$ cat src/rtl/cluster_pkg.sv
// Shared types and constants for the cluster frame collector.
package cluster_pkg;

   localparam int unsigned MXADRBITS = 11;
   localparam int unsigned MXCNTBITS = 3;
   localparam int unsigned CLUSTER_W = MXADRBITS + MXCNTBITS;

   localparam logic [MXADRBITS-1:0] INVALID_ADR = 11'h7FF;

   typedef struct packed {
      logic [MXCNTBITS-1:0] cnt;
      logic [MXADRBITS-1:0] adr;
   } cluster_t;

   typedef enum logic {
      ST_IDLE,
      ST_COLLECT
   } state_t;

   // Empty slot marker: zero size, all-ones address.
   function automatic cluster_t invalid_cluster();
      cluster_t c;
      c.cnt = '0;
      c.adr = INVALID_ADR;
      return c;
   endfunction

endpackage

$ cat src/rtl/cluster_slot_writer.sv
// One-hot slot write-enable decode from the fill pointer, plus overflow
// detect when a cluster arrives with every slot already taken.
module cluster_slot_writer #(
   parameter int unsigned MXCLUSTERS = 8,
   parameter int unsigned PTR_W      = 4
) (
   input  logic                  i_sample,
   input  logic                  i_found,
   input  logic [PTR_W-1:0]      i_ptr,
   output logic [MXCLUSTERS-1:0] o_we,
   output logic                  o_ovf
);

   logic w_room;
   logic w_write;

   assign w_room  = (i_ptr < PTR_W'(MXCLUSTERS));
   assign w_write = i_sample & i_found;

   // Decode the pointer into a single slot enable.
   always_comb begin
      o_we = '0;
      for (int unsigned i = 0; i < MXCLUSTERS; i++) begin
         o_we[i] = w_write & w_room & (i_ptr == PTR_W'(i));
      end
   end

   assign o_ovf = w_write & ~w_room;

endmodule

$ cat src/rtl/cluster_frame_collector.sv
// Collects per-clock encoder clusters into one frame per bunch crossing.
// Optional output nclusters is enabled by defining CLUSTER_COUNT_EN.
module cluster_frame_collector
   import cluster_pkg::*;
#(
   parameter int unsigned MXCLUSTERS = 8,
   parameter int unsigned BX_CLOCKS  = 4
) (
   input  logic                            clock,
   input  logic                            reset_n,
   input  logic                            bx_start,
   input  logic                            cluster_found,
   input  logic [MXADRBITS-1:0]            adr,
   input  logic [MXCNTBITS-1:0]            cnt,
   output logic                            frame_valid,
   output logic [MXCLUSTERS*CLUSTER_W-1:0] frame,
   output logic                            overflow,
   output logic                            sync_err
`ifdef CLUSTER_COUNT_EN
   ,
   output logic [$clog2(MXCLUSTERS+1)-1:0] nclusters
`endif
);

   localparam int unsigned PTR_W = $clog2(MXCLUSTERS + 1);
   localparam int unsigned CYC_W = $clog2(BX_CLOCKS + 1);

   state_t                      r_state;
   logic [CYC_W-1:0]            r_cyc;
   logic                        r_frame_valid;
   logic                        r_sync_err;
   cluster_t                    r_buf [MXCLUSTERS];
   logic [PTR_W-1:0]            r_ptr;
   logic                        r_ovf;
   logic [MXCLUSTERS*CLUSTER_W-1:0] r_frame;
   logic                        r_overflow;
`ifdef CLUSTER_COUNT_EN
   logic [PTR_W-1:0]            r_ncl;
`endif

   logic                  w_emit;
   logic                  w_in_window;
   logic                  w_early;
   logic                  w_sample;
   logic [PTR_W-1:0]      w_ptr_base;
   logic [MXCLUSTERS-1:0] w_we;
   logic                  w_ovf;
   cluster_t              w_in;

   // COLLECT lasts BX_CLOCKS cycles: window cycles 1..BX_CLOCKS-1 sample the
   // encoder, the final cycle (r_cyc == BX_CLOCKS) only emits, so a bx_start
   // there is a clean back-to-back start rather than an early restart.
   assign w_emit      = (r_state == ST_COLLECT) && (r_cyc == CYC_W'(BX_CLOCKS));
   assign w_in_window = (r_state == ST_COLLECT) && !w_emit;
   assign w_early     = bx_start && w_in_window;
   assign w_sample    = bx_start || w_in_window;
   assign w_ptr_base  = bx_start ? '0 : r_ptr;
   assign w_in        = {cnt, adr};

   cluster_slot_writer #(
      .MXCLUSTERS (MXCLUSTERS),
      .PTR_W      (PTR_W)
   ) u_slot_writer (
      .i_sample (w_sample),
      .i_found  (cluster_found),
      .i_ptr    (w_ptr_base),
      .o_we     (w_we),
      .o_ovf    (w_ovf)
   );

   // Window sequencing, frame_valid pulse and sticky sync error.
   always_ff @(posedge clock or negedge reset_n) begin
      if (!reset_n) begin
         r_state       <= ST_IDLE;
         r_cyc         <= '0;
         r_frame_valid <= 1'b0;
         r_sync_err    <= 1'b0;
      end else begin
         r_frame_valid <= w_emit;
         if (w_early) begin
            r_sync_err <= 1'b1;
         end
         if (bx_start) begin
            r_state <= ST_COLLECT;
            r_cyc   <= CYC_W'(1);
         end else if (r_state == ST_COLLECT) begin
            if (w_emit) begin
               r_state <= ST_IDLE;
               r_cyc   <= '0;
            end else begin
               r_cyc <= r_cyc + CYC_W'(1);
            end
         end
      end
   end

   // Working buffer: cleared and written in the same edge at window start.
   always_ff @(posedge clock or negedge reset_n) begin
      if (!reset_n) begin
         for (int unsigned i = 0; i < MXCLUSTERS; i++) begin
            r_buf[i] <= invalid_cluster();
         end
         r_ptr <= '0;
         r_ovf <= 1'b0;
      end else if (w_sample) begin
         for (int unsigned i = 0; i < MXCLUSTERS; i++) begin
            if (w_we[i]) begin
               r_buf[i] <= w_in;
            end else if (bx_start) begin
               r_buf[i] <= invalid_cluster();
            end
         end
         r_ptr <= w_ptr_base + PTR_W'(|w_we);
         r_ovf <= (bx_start ? 1'b0 : r_ovf) | w_ovf;
      end
   end

   // Output frame register, loaded only on emission and held otherwise.
   always_ff @(posedge clock or negedge reset_n) begin
      if (!reset_n) begin
         for (int unsigned i = 0; i < MXCLUSTERS; i++) begin
            r_frame[i*CLUSTER_W +: CLUSTER_W] <= invalid_cluster();
         end
         r_overflow <= 1'b0;
`ifdef CLUSTER_COUNT_EN
         r_ncl <= '0;
`endif
      end else if (w_emit) begin
         for (int unsigned i = 0; i < MXCLUSTERS; i++) begin
            r_frame[i*CLUSTER_W +: CLUSTER_W] <= r_buf[i];
         end
         r_overflow <= r_ovf;
`ifdef CLUSTER_COUNT_EN
         r_ncl <= r_ptr;
`endif
      end
   end

   assign frame_valid = r_frame_valid;
   assign frame       = r_frame;
   assign overflow    = r_overflow;
   assign sync_err    = r_sync_err;
`ifdef CLUSTER_COUNT_EN
   assign nclusters   = r_ncl;
`endif

endmodule

$ cat config.mk
export PLATFORM = sky130hd
export DESIGN_NAME = cluster_frame_collector
export DESIGN_NICKNAME = d
export VERILOG_FILES = /design/src/rtl/cluster_pkg.sv /design/src/rtl/cluster_slot_writer.sv /design/src/rtl/cluster_frame_collector.sv
export SDC_FILE = /design/constraint.sdc
export NUM_CORES = 1
export LEC_CHECK = 0
export ABC_AREA = 1
export CORE_MARGIN = 10
export CORE_UTILIZATION = 30
export DETAILED_ROUTE_END_ITERATION = 10
export PLACE_DENSITY = 0.48
export SYNTH_ARGS = -nofsm -noshare
export SYNTH_HDL_FRONTEND = slang
export SYNTH_HIERARCHICAL = 1
export SYNTH_SLANG_ARGS = --single-unit
$ cat constraint.sdc
create_clock -name clock -period 3.65 [get_ports clock]
set_input_delay 0.365 -clock clock [delete_from_list [all_inputs] [get_ports clock]]
set_output_delay 0.365 -clock clock [all_outputs]
set_load 0.005 [all_outputs]
==> PnR_summary.wiki, run 1 <==
{| class="wikitable"
! Metric !! Value
|-
| Worst-Skew Late Latency || 530 ps
|-
| TritonCTS clock tree || done
|-
| Initial drt markers || about 600
|-
| Average routed wire per standard cell || around 19 um
|-
| DRC Markers || 0
|-
| Number of buffer cells added on primary ports || around 130
|-
| Dpl hpwl || about 18000 um
|-
| Setup crit end kind || flip-flop
|-
| Die Wd || 200 um
|-
| Startpoint Class || flip-flop
|-
| Final worst-path cycle share || between 70% and 80%
|-
| Final number of max-transition violations || 0
|-
| Number of post-CTS setup repair buffers || 0
|-
| Core area || ~0.032 mm2
|-
| Starting density of the core || around 30%
|-
| Status || completed
|-
| Warnings from Yosys || 6
|-
| Vias || ~7.5k
|-
| Final critical delay including setup and external delays || 2820 ps
|-
| Finished layout cell area || ~0.012 mm2
|-
| Total cell area at the placement stage || approximately 0.011 mm2
|-
| Max Freq || around 350 MHz
|-
| Number of antenna violations at the first check in global routing || 2
|-
| Arrival time at the worst endpoint || about 3300 ps
|-
| Yosys reg bits || about 240
|-
| Depth of the CTS H-tree || 1
|-
| Final-stage net count || between 1k and 1.5k
|-
| RePlAce Congestion || approximately 0.8
|-
| Vias/cell || 4.73
|-
| Setup repair after global routing missed its margin || no
|-
| Cell count after placement || approximately 1.5k
|-
| Leading cell types by total area after synthesis || sky130_fd_sc_hd__dfstp_2 (48%), sky130_fd_sc_hd__nand2_1 (17%), sky130_fd_sc_hd__dfrtp_1 (15%), sky130_fd_sc_hd__nand3_1 (6.3%), sky130_fd_sc_hd__o21ai_0 (4.4%)
|-
| Final global-route overflow total || 0
|-
| Area share of the leading cell type in the synthesized netlist || between 40 and 50%
|-
| Post-synthesis instance area || approximately 0.0097 mm2
|-
| Sequential cell area fraction in the yosys report || a little over three fifths
|-
| Largest area contributor in the netlist || sky130_fd_sc_hd__dfstp_2
|-
| Cell Pwr Density || 737 mW/mm2
|-
| Floorplan row count || 65
|-
| Number of diodes || 0
|-
| Net Count, Synth || 1081
|-
| Total Negative Setup Slacks || 0 ps
|-
| Data required time of the worst path || 4110 ps
|-
| Power consumption || around 9.1 mW
|-
| First-pass GRT wire length || between 40000 and 50000 um
|-
| Layout cell share with drive strength beyond 1 || 21.3%
|-
| Class of the tightest hold or removal check || in -> async
|-
| Inserted Clock Buffers || 28
|-
| Smallest setup slack after layout || 831 ps
|-
| Final setup violation count || 0
|-
| Count of pins on the block boundary || about 130
|-
| Largest clock skew in the final design || approximately 6.7 ps
|-
| Cell count after synthesis || 1059
|-
| Static leakage || 5.50 nW
|-
| Maximum number of pins on one net before global-route repair || between 100 and 150
|-
| Count of cells resized by post-cts repair || 0
|-
| Max Root-Sink Buffers || 3
|-
| Area of the die || 0.0400 mm2
|-
| Slew at the pin closest to its max-slew limit || between 900 and 1000 ps
|-
| Clock tree root buffer cell || sky130_fd_sc_hd__clkbuf_16
|-
| Final Hold Violating Endpoints || 0
|-
| Clock-pin slew of the registers on the worst-case setup and hold paths || 60 ps
|-
| DRT Wirelength || roughly 30000 um
|-
| Worst vdd ir || approximately 0.31 mV
|-
| Via count of the first global-routing pass || between 7k and 8k
|-
| Post-placement worst setup slack || approximately 700 ps
|-
| Die extent in y || 200 um
|-
| Overall track demand over capacity in global routing || 14.9%
|-
| Number of max-cap violations || 0
|-
| Synthesized area per cell || about 9 um2
|-
| Hold_buf cts || 1
|-
| Antenna viol nets, final || 0
|-
| Relative slew slack || between 30% and 40%
|-
| Number of inserted filler cells in the final layout || roughly 3.3k
|-
| Class of the most critical setup path || reg -> reg
|-
| Synth-to-layout area growth || 26.6%
|-
| Count of distinct cell types in the synthesized netlist || 20
|-
| Drt pass-1 iters || 5
|-
| Critical Path Fanout Max || 13
|-
| Final standard cell count with taps included and fillers excluded || 1594
|-
| # clock sinks || 236
|}
metrics by stage:
step           util (%)  hold WS [ps]
3_5_place_dp       35.8           419
3_3_place_gp       35.8           422
6_report           38.8           435
4_1_cts            38.8           442
2_1_floorplan         -          69.4
5_1_grt            38.8           477
worst max-delay path: stages, from the launching register on:
cell and delay (ps):
sky130_fd_sc_hd__dfrtp_1 390, sky130_fd_sc_hd__inv_1 80, sky130_fd_sc_hd__ha_1 230, sky130_fd_sc_hd__nand2_2 220, sky130_fd_sc_hd__nand2_2 190, sky130_fd_sc_hd__nand2_2 90, sky130_fd_sc_hd__nand3_2 110, sky130_fd_sc_hd__nor2_1 90
sky130_fd_sc_hd__inv_1 270, sky130_fd_sc_hd__nand2_1 110, sky130_fd_sc_hd__nor3_1 160, sky130_fd_sc_hd__nand3_1 100, sky130_fd_sc_hd__ha_1 220, sky130_fd_sc_hd__ha_1 200, sky130_fd_sc_hd__inv_1 50, sky130_fd_sc_hd__nand2_1 50
sky130_fd_sc_hd__nand2_1 80, sky130_fd_sc_hd__nand2_1 40, sky130_fd_sc_hd__o21ai_1 70
registers in the layout, indices dropped and copies added (netlist names):
register / cells
r_ovf: 1
overflow: 1
r_state: 1
frame_valid: 1
sync_err: 1
frame: 112
r_buf: 112
r_ptr: 4
r_cyc: 3
routing by layer:
layer	GRT usage, %	part of all wire, %	up-vias
met3	2.85	5.4	33
met5	0	0	-
met1	19.7	45	3714
li1	-	-	3635
met4	3.81	2.0	0
met2	24.4	47	153
power breakdown:
group	internal [mW]	leakage [nW]	switching, mW
sequential	3.72	2.66	0.398
clock	1.64	0.469	1.11
combinational	1.21	2.37	0.978
cell usage in the layout (no fill, tap or decap), drive strengths merged:
cell type,count
nor3,2
nand2,448
bufinv,1
dfstp,176
dfrtp,60
clkbuf,38
a21oi,2
clkdlybuf4s50,131
o21ai,127
nand3,130
nor2,14
buf,12
o21bai,1
dlygate4sd3,1
inv,29
ha,4
clkinv,16
cell usage after synthesis (all sizes together):
| master | instances |
|---|---|
| nand2 | 448 |
| dfstp | 176 |
| nand3 | 130 |
| o21ai | 127 |
| dfrtp | 60 |
| buf | 45 |
| inv | 31 |
| clkbuf | 18 |
| nor2 | 14 |
| ha | 4 |
| a21oi | 2 |
| nor3 | 2 |
| clkinv | 1 |
| o21bai | 1 |
final timing paths:
| path | cells past startpoint | startpoint | endpoint | slack (ps) |
|---|---|---|---|---|
| worst max-delay path | 18 | r_cyc[1]$_DFFE_PN0P_ | r_ptr[2]$_DFFE_PN0P_ | 830 |
| max in group asynchronous | 3 | reset_n | frame[77]$_DFFE_PN1P_ | 2240 |
| worst min-delay path | 2 | reset_n | r_buf[110]$_DFFE_PN0P_ | 430 |
| min in group clock | 2 | r_buf[102]$_DFFE_PN1P_ | frame[4]$_DFFE_PN1P_ | 460 |
| worst max register to register | 18 | r_cyc[1]$_DFFE_PN0P_ | r_ptr[2]$_DFFE_PN0P_ | 830 |
| worst min register to register | 2 | r_buf[102]$_DFFE_PN1P_ | frame[4]$_DFFE_PN1P_ | 460 |
layout make-up:
class | instances | area, um2 | share of cell area (%)
Multi-Input combinational cell | 728 | 3160 | 25.7
Clock buffer | 38 | 820 | 6.67
Clock inverter | 14 | 103 | 0.835
Sequential cell | 236 | 6130 | 49.8
Tap cell | 402 | 503 | 4.09
Inverter | 32 | 123 | 0.997
Timing Repair Buffer | 144 | 1460 | 11.8
kinds of logic (layout without fill, tap and decap cells):
family,after synthesis,after routing,synth area share [%]
AND/OR/NAND/NOR,594,594,25.2
adder cells (fa/ha/maj),4,4,0.516
flip-flops,236,236,63.1
AO/OA/AOI/OAI,130,130,6.73
buffers and inverters,95,228,4.43
Power figures use the tool's default switching activity.
==> inputs of run 2 (changes only) <==
--- a/config.mk
+++ b/config.mk
@@ -9,7 +9,7 @@
 export CORE_MARGIN = 10
 export CORE_UTILIZATION = 30
 export DETAILED_ROUTE_END_ITERATION = 10
-export PLACE_DENSITY = 0.48
+export PLACE_DENSITY = 0.5
 export SYNTH_ARGS = -nofsm -noshare
 export SYNTH_HDL_FRONTEND = slang
 export SYNTH_HIERARCHICAL = 1
==> constraint.sdc (replaced) <==
create_clock -name clock -period 2.58 [get_ports clock]
set_input_delay 0.258 -clock clock [delete_from_list [all_inputs] [get_ports clock]]
set_output_delay 0.258 -clock clock [all_outputs]
set_load 0.005 [all_outputs]
==> run 2 against run 1 <==
Against the previous run:
- critical path depth stayed put
- final area up 1.6%
- register-to-register slack lost 590 ps
- maximum frequency rose by 20%
- first-iteration DRC count rose by 4.4%
- sequential cell count stayed put
- non-clock buffer count increased by 22
- utilization up 0.61 points
- sequential share of layout area shrank 0.77 points
- sequential power increased by 41%
- routed wire length shrank 0.26%
- total power rose by 43%
- critical path type unchanged
- critical endpoint unchanged
- largest cell class unchanged
==> PnR_summary.wiki, run 2 (synthesis gave the netlist of run 1 again) <==
{| class="wikitable"
! Metric !! Value
|-
| Area of the die || 0.0400 mm2 (unchanged)
|-
| Number of antenna violations at the first check in global routing || 1 (-1)
|-
| Clock-pin slew of the registers on the worst-case setup and hold paths || 70 ps (about the same)
|-
| Dpl hpwl || 18100 um (+1.8%)
|-
| Vias/cell || 4.69 (-0.74%)
|-
| Die Wd || 200 um (unchanged)
|-
| Inserted Clock Buffers || 27 (-3.6%)
|-
| Data required time of the worst path || 3040 ps (-1070 ps)
|-
| Smallest hold slack || 336 ps (-98.7 ps)
|-
| Antenna viol nets, final || 0 (unchanged)
|-
| Cell Pwr Density || 1040 mW/mm2 (+41%)
|-
| Power consumption || 13.0 mW (+43%)
|-
| Post-placement worst setup slack || 27.1 ps (-677 ps)
|-
| Status || completed
|-
| Clock share of power || 31.0% (+0.6 points)
|-
| Count of pins on the block boundary || 133 (unchanged)
|-
| Startpoint Class || flip-flop
|-
| Most common cell after layout, fill and taps aside || sky130_fd_sc_hd__nand2_1
|-
| Top Metal Used || met4
|-
| Crit path buffers/inverters || 3 (unchanged)
|-
| Final number of max-transition violations || 0 (unchanged)
|-
| Final critical delay including setup and external delays || 2340 ps (-477 ps)
|-
| Endpoint of the worst register-to-register path || r_ptr[2]$_DFFE_PN0P_
|-
| Met1 Wirelength || 13700 um (+1.9%)
|-
| Synth-to-layout area growth || 28.6%
|-
| Overall track demand over capacity in global routing || 14.9% (+0.066 points)
|-
| Total Negative Setup Slacks || 0 ps (unchanged)
|-
| RePlAce Congestion || 0.803 (-1.4%)
|-
| Number of post-CTS setup repair buffers || 0 (unchanged)
|-
| Depth of the CTS H-tree || 1 (unchanged)
|-
| Final worst-path cycle share || 90.7% (+14 points)
|-
| Final Hold Violating Endpoints || 0 (unchanged)
|-
| Worst-Skew Late Latency || 530 ps (about the same)
|-
| Via count of the first global-routing pass || 7914 (+1.9%)
|-
| Relative contribution of combinational cells to total power || 24.4% (+0.2 points)
|-
| Arrival time at the worst endpoint || 2800 ps (-480 ps)
|-
| Max Root-Sink Buffers || 3 (unchanged)
|-
| Detailed route wirelength on metal3 || 1620 um (+0.81%)
|-
| Total cell area at the placement stage || 0.0115 mm2 (+1.6%)
|-
| Part of the power in registers || 44.6% (-0.9 points)
|-
| Critical path's top delay family || simple AND/OR/NAND/NOR gates
|-
| Slew at the pin closest to its max-slew limit || 889 ps (-39.6 ps)
|-
| Final-stage net count || 1213 (+1.8%)
|-
| Initial drt markers || 621 (+4.4%)
|-
| Final setup violation count || 0 (unchanged)
|-
| Commonest non-fill, non-tap cells in the layout || sky130_fd_sc_hd__nand2_1 (444), sky130_fd_sc_hd__dfstp_2 (176), sky130_fd_sc_hd__clkdlybuf4s50_1 (131)
|-
| Max Freq || 427 MHz (+20%)
|-
| Floorplan row count || 65 (unchanged)
|-
| Smallest setup slack after layout || 239 ps (-593 ps)
|-
| Relative slew slack || 40.6% (+2.5 points)
|-
| Critical path's largest stage delay || 410 ps (+20 ps)
|-
| Final global-route overflow total || 0 (unchanged)
|-
| Average routed wire per standard cell || 18.4 um (-1.5%)
|-
| Die extent in y || 200 um (unchanged)
|-
| Number of max-cap violations || 0 (unchanged)
|-
| Worst R2R Setup Slack || 240 ps (-590 ps)
|-
| Number of inserted filler cells in the final layout || 3203 (-1.5%)
|-
| Starting density of the core || 30.6% (unchanged)
|-
| Internal || 9.51 mW (+45%)
|-
| Critical Path Fanout Max || 5 (-8)
|-
| Largest clock skew in the final design || 9.90 ps (+3.22 ps)
|-
| Class of the most critical setup path || reg -> reg
|-
| Core Util, Final || 39.4% (+0.61 points)
|-
| Switching fraction of total power || 26.7% (-0.78 points)
|-
| Finished layout cell area || 0.0125 mm2 (+1.6%)
|-
| Worst vdd ir || 0.630 mV (+100%)
|-
| First-pass GRT wire length || 46900 um (+0.77%)
|-
| Layout cell share with drive strength beyond 1 || 22.2% (+0.90 points)
|-
| Class of the tightest hold or removal check || in -> async
|-
| Final standard cell count with taps included and fillers excluded || 1614 (+1.3%)
|-
| Setup crit end kind || flip-flop
|-
| TritonCTS clock tree || done
|-
| Met2 wire length || 13700 um (-3.2%)
|-
| DRT Wirelength || 29700 um (-0.26%)
|-
| Vias || 7573 (+0.50%)
|-
| Critical Path, Cell by Cell || inv_1 > ha_2 > nand2_2 > nand2_2 > nand2_2 > nand2_1 > clkinv_1 > nand2_2 > nor2_1 > nor3_1 > nand3_1 > ha_1 > ha_1 > inv_1 > nand2_1 > nand2_1 > nand2_1 > o21ai_1
|-
| Switching Power || 3.46 mW (+39%)
|-
| Cell count after placement || 1563 (+1.4%)
|-
| Drt pass-1 iters || 5 (unchanged)
|-
| Core area || 0.0317 mm2 (unchanged)
|-
| DRC Markers || 0 (unchanged)
|-
| Clock tree root buffer cell || sky130_fd_sc_hd__clkbuf_16
|-
| Static leakage || 5.60 nW (+1.7%)
|-
| # clock sinks || 236 (unchanged)
|-
| Slowest cell on the critical path || sky130_fd_sc_hd__dfrtp_1
|-
| Length in cells of the worst reg-to-reg path || 18 (unchanged)
|-
| Reg-to-reg critical path startpoint || r_cyc[0]$_DFFE_PN0P_
|-
| Number of buffer cells added on primary ports || 132 (unchanged)
|-
| Maximum number of pins on one net before global-route repair || 122 (+1.7%)
|}
-- run 2: cell count changes in the layout (fill, tap and decap cells not counted), moves of 2 or more --
cell                        before  now
sky130_fd_sc_hd__buf_4           8   29
sky130_fd_sc_hd__clkinv_2       13    5
sky130_fd_sc_hd__bufinv_16       1    4
sky130_fd_sc_hd__clkbuf_8        6    4
sky130_fd_sc_hd__clkbuf_1        3    8
sky130_fd_sc_hd__clkinv_4        2    0
-- run 2: layout make-up --
cell class                 instances  area (um2)  area share (%)
antenna                            1        2.50          0.0200
sequential                       236        6130            49.1
clock inverter                     9         148            1.18
tap                              402         503            4.03
clock buffer                      40         786            6.29
multi-input combinational        728        3170            25.4
timing repair buffer             166        1630            13.1
inverter                          32         121           0.972
-- run 2: what timing repair did --
action,4_1_cts,5_1_grt
setup endpoints to repair,0,1
hold buffers,1,0
endpoints found under the hold margin,16,0
gates resized for setup,0,1
-- run 2: worst max-delay path by stage --
stage,to,depth (start not counted),slack [ps],start
floorplan,r_ptr[2]$_DFFE_PN0P_,20,70,r_cyc[0]$_DFFE_PN0P_
CTS,r_ptr[2]$_DFFE_PN0P_,18,210,r_cyc[0]$_DFFE_PN0P_
detailed placement,r_ptr[2]$_DFFE_PN0P_,18,30,bx_start
finish,r_ptr[2]$_DFFE_PN0P_,18,240,r_cyc[0]$_DFFE_PN0P_
global route,r_ptr[2]$_DFFE_PN0P_,18,-4,r_cyc[0]$_DFFE_PN0P_
global placement,r_ptr[2]$_DFFE_PN0P_,14,140,bx_start
-- run 2: metal layers --
metal  track usage [%]  vias up
met5                 0        -
met4              4.01        0
met3              3.22       46
met2              23.8      159
met1              20.1     3690
li1                  -     3678
-- run 2: power by group through the flow --
| stage | Combinational [mW] | Sequential, mW | Clock, mW |
|---|---|---|---|
| final | 3.16 | 5.79 | 4.02 |
| after floorplan | 1.16 | 5.83 | 0 |
| after detailed placement | 3.25 | 5.86 | 0 |
| after global placement | 3.22 | 5.86 | 0 |
| after CTS | 3.27 | 5.82 | 4.15 |
| after global routing | 3.57 | 5.93 | 4.32 |
==> inputs of run 3 (changes only) <==
--- a/config.mk
+++ b/config.mk
@@ -8,6 +8,7 @@
 export ABC_AREA = 1
 export CORE_MARGIN = 10
 export CORE_UTILIZATION = 30
+export CTS_BUF_LIST = sky130_fd_sc_hd__clkbuf_16
 export DETAILED_ROUTE_END_ITERATION = 10
 export PLACE_DENSITY = 0.5
 export SYNTH_ARGS = -nofsm -noshare
==> run 3 against run 2 <==
Against the previous run:
- first-iteration DRC count fell by 0.97%
- global-route usage is the same
- largest power group unchanged
- routed wire length fell by 0.25%
- critical path type unchanged
- utilization fell by 0.13 points
- largest cell class unchanged
==> PnR_summary.wiki, run 3 (synthesis gave the netlist of run 1 again) <==
{| class="wikitable"
! Metric !! Value
|-
| Status || completed
|-
| Static leakage || 5.61 nW (+0.19%)
|-
| Average routed wire per standard cell || 18.4 um (-0.25%)
|-
| Die extent in y || 200 um (unchanged)
|-
| Arrival time at the worst endpoint || 2800 ps (about the same)
|-
| Critical Path Start || r_cyc[0]$_DFFE_PN0P_
|-
| Synth-to-layout area growth || 28.2%
|-
| Depth of the CTS H-tree || 1 (unchanged)
|-
| Clock tree root buffer cell || sky130_fd_sc_hd__clkbuf_16
|-
| Vias/cell || 4.68 (-0.32%)
|-
| Layout cell share with drive strength beyond 1 || 21.9% (-0.33 points)
|-
| Drt pass-1 iters || 5 (unchanged)
|-
| Vias || 7549 (-0.32%)
|-
| Startpoint Class || flip-flop
|-
| Floorplan row count || 65 (unchanged)
|-
| Number of antenna violations at the first check in global routing || 1 (unchanged)
|-
| Cell Pwr Density || 1030 mW/mm2 (-0.84%)
|-
| Final global-route overflow total || 0 (unchanged)
|-
| Number of buffer cells added on primary ports || 132 (unchanged)
|-
| Finished layout cell area || 0.0124 mm2 (-0.32%)
|-
| Total cell area at the placement stage || 0.0115 mm2 (unchanged)
|-
| Initial drt markers || 615 (-0.97%)
|-
| Final setup violation count || 0 (unchanged)
|-
| Slew at the pin closest to its max-slew limit || 897 ps (+7.70 ps)
|-
| Antenna viol nets, final || 0 (unchanged)
|-
| Relative slew slack || 40.0% (-0.52 points)
|-
| Class of the most critical setup path || reg -> reg
|-
| First-pass GRT wire length || 46900 um (unchanged)
|-
| Via count of the first global-routing pass || 7914 (unchanged)
|-
| Die Wd || 200 um (unchanged)
|-
| DRC Markers || 0 (unchanged)
|-
| Inserted Clock Buffers || 27 (unchanged)
|-
| DRT Wirelength || 29600 um (-0.25%)
|-
| Maximum number of pins on one net before global-route repair || 122 (unchanged)
|-
| Core area || 0.0317 mm2 (unchanged)
|-
| Cell count after placement || 1563 (unchanged)
|-
| Worst vdd ir || 0.630 mV (about the same)
|-
| # clock sinks || 236 (unchanged)
|-
| Reg-to-reg critical path startpoint || r_cyc[0]$_DFFE_PN0P_
|-
| Most common cell after layout, fill and taps aside || sky130_fd_sc_hd__nand2_1
|-
| Final Hold Violating Endpoints || 0 (unchanged)
|-
| Data required time of the worst path || 3040 ps (about the same)
|-
| Final standard cell count with taps included and fillers excluded || 1614 (unchanged)
|-
| Overall track demand over capacity in global routing || 14.9% (unchanged)
|-
| Largest clock skew in the final design || 8.78 ps (-1.12 ps)
|-
| Area of the die || 0.0400 mm2 (unchanged)
|-
| TritonCTS clock tree || done
|-
| RePlAce Congestion || 0.803 (unchanged)
|-
| Final critical delay including setup and external delays || 2340 ps (+1.06 ps)
|-
| Max Freq || 427 MHz (about the same)
|-
| Final number of max-transition violations || 0 (unchanged)
|-
| Final worst-path cycle share || 90.8% (about the same)
|-
| Dpl hpwl || 18100 um (unchanged)
|-
| Setup crit end kind || flip-flop
|-
| Number of max-cap violations || 0 (unchanged)
|-
| Clock-pin slew of the registers on the worst-case setup and hold paths || 70 ps (about the same)
|-
| Commonest non-fill, non-tap cells in the layout || sky130_fd_sc_hd__nand2_1 (444), sky130_fd_sc_hd__dfstp_2 (176), sky130_fd_sc_hd__clkdlybuf4s50_1 (131)
|-
| Critical Path Fanout Max || 5 (unchanged)
|-
| Starting density of the core || 30.6% (unchanged)
|-
| Class of the tightest hold or removal check || in -> async
|-
| Number of post-CTS setup repair buffers || 0 (unchanged)
|-
| Worst-Skew Late Latency || 530 ps (about the same)
|-
| Final-stage net count || 1213 (unchanged)
|-
| Max Root-Sink Buffers || 3 (unchanged)
|-
| Count of pins on the block boundary || 133 (unchanged)
|}
-- run 3: changes by cell type in the layout (fill, tap and decap cells not counted) --
cell	delta
sky130_fd_sc_hd__clkbuf_1	-8
sky130_fd_sc_hd__clkbuf_8	-4
sky130_fd_sc_hd__inv_1	+8
sky130_fd_sc_hd__clkinv_1	+4
-- run 3: power breakdown --
part	internal, mW	switching (mW)
registers	5.26	0.534
clock network	2.35	1.53
logic	1.76	1.40
total	9.36	3.46
-- run 3: worst max-delay path, stage by stage, from the launching register on --
cell	delay, ps
sky130_fd_sc_hd__dfrtp_1	410
sky130_fd_sc_hd__inv_1	80
sky130_fd_sc_hd__ha_2	220
sky130_fd_sc_hd__nand2_2	70
sky130_fd_sc_hd__nand2_2	120
sky130_fd_sc_hd__nand2_2	90
sky130_fd_sc_hd__nand2_1	90
sky130_fd_sc_hd__clkinv_1	70
sky130_fd_sc_hd__nand2_2	80
sky130_fd_sc_hd__nor2_1	60
sky130_fd_sc_hd__nor3_1	180
sky130_fd_sc_hd__nand3_1	100
sky130_fd_sc_hd__ha_1	210
sky130_fd_sc_hd__ha_1	200
sky130_fd_sc_hd__inv_1	50
sky130_fd_sc_hd__nand2_1	50
sky130_fd_sc_hd__nand2_1	80
sky130_fd_sc_hd__nand2_1	40
sky130_fd_sc_hd__o21ai_1	60
-- run 3: what timing repair did --
action	in CTS	in global routing
setup endpoints to repair	0	1
endpoints found under the hold margin	16	0
resized for setup	0	1
hold buffers	1	0
-- run 3: metrics by stage --
stage	hold WS (ps)	total power, mW	setup slack [ps]	TNS [ps]	utilization, %
3_3_place_gp	303	9.08	144	0	36.4
3_5_place_dp	308	9.10	27.1	0	36.4
2_1_floorplan	-37.6	6.99	68.7	0	-
5_1_grt	381	13.7	-3.67	-3.67	39.2
6_report	333	12.8	238	0	39.2
4_1_cts	333	13.1	213	0	39.2
-- run 3: layer usage --
metal  global-route usage (%)  wire (um)  vias to the layer above
met1                     20.1      13600                     3651
met5                        0          0                        -
met3                     3.22       1680                       48
met4                     4.01        730                        0
li1                         -          -                     3679
met2                     23.8      13600                      171
-- run 3: worst paths after layout --
path / to / slack, ps / depth (start not counted)
min in group clock: r_buf[26]$_DFFE_PN0P_ / 420 / 3
min: r_buf[12]$_DFFE_PN0P_ / 330 / 2
max: r_ptr[2]$_DFFE_PN0P_ / 240 / 18
max reg2reg: r_ptr[2]$_DFFE_PN0P_ / 240 / 18
min reg2reg: frame[10]$_DFFE_PN1P_ / 450 / 2
max in group asynchronous: frame[18]$_DFFE_PN1P_ / 1450 / 3
-- run 3: area by class of cell --
cell class                      instances  area [um2]
Antenna cell                            1        2.50
Clock buffer                           28         701
Clock inverter                         21         193
Fill cell                            3210       19300
Inverter                               32         121
Multi-Input combinational cell        728        3170
Sequential cell                       236        6130
Tap cell                              402         503
Timing Repair Buffer                  166        1630
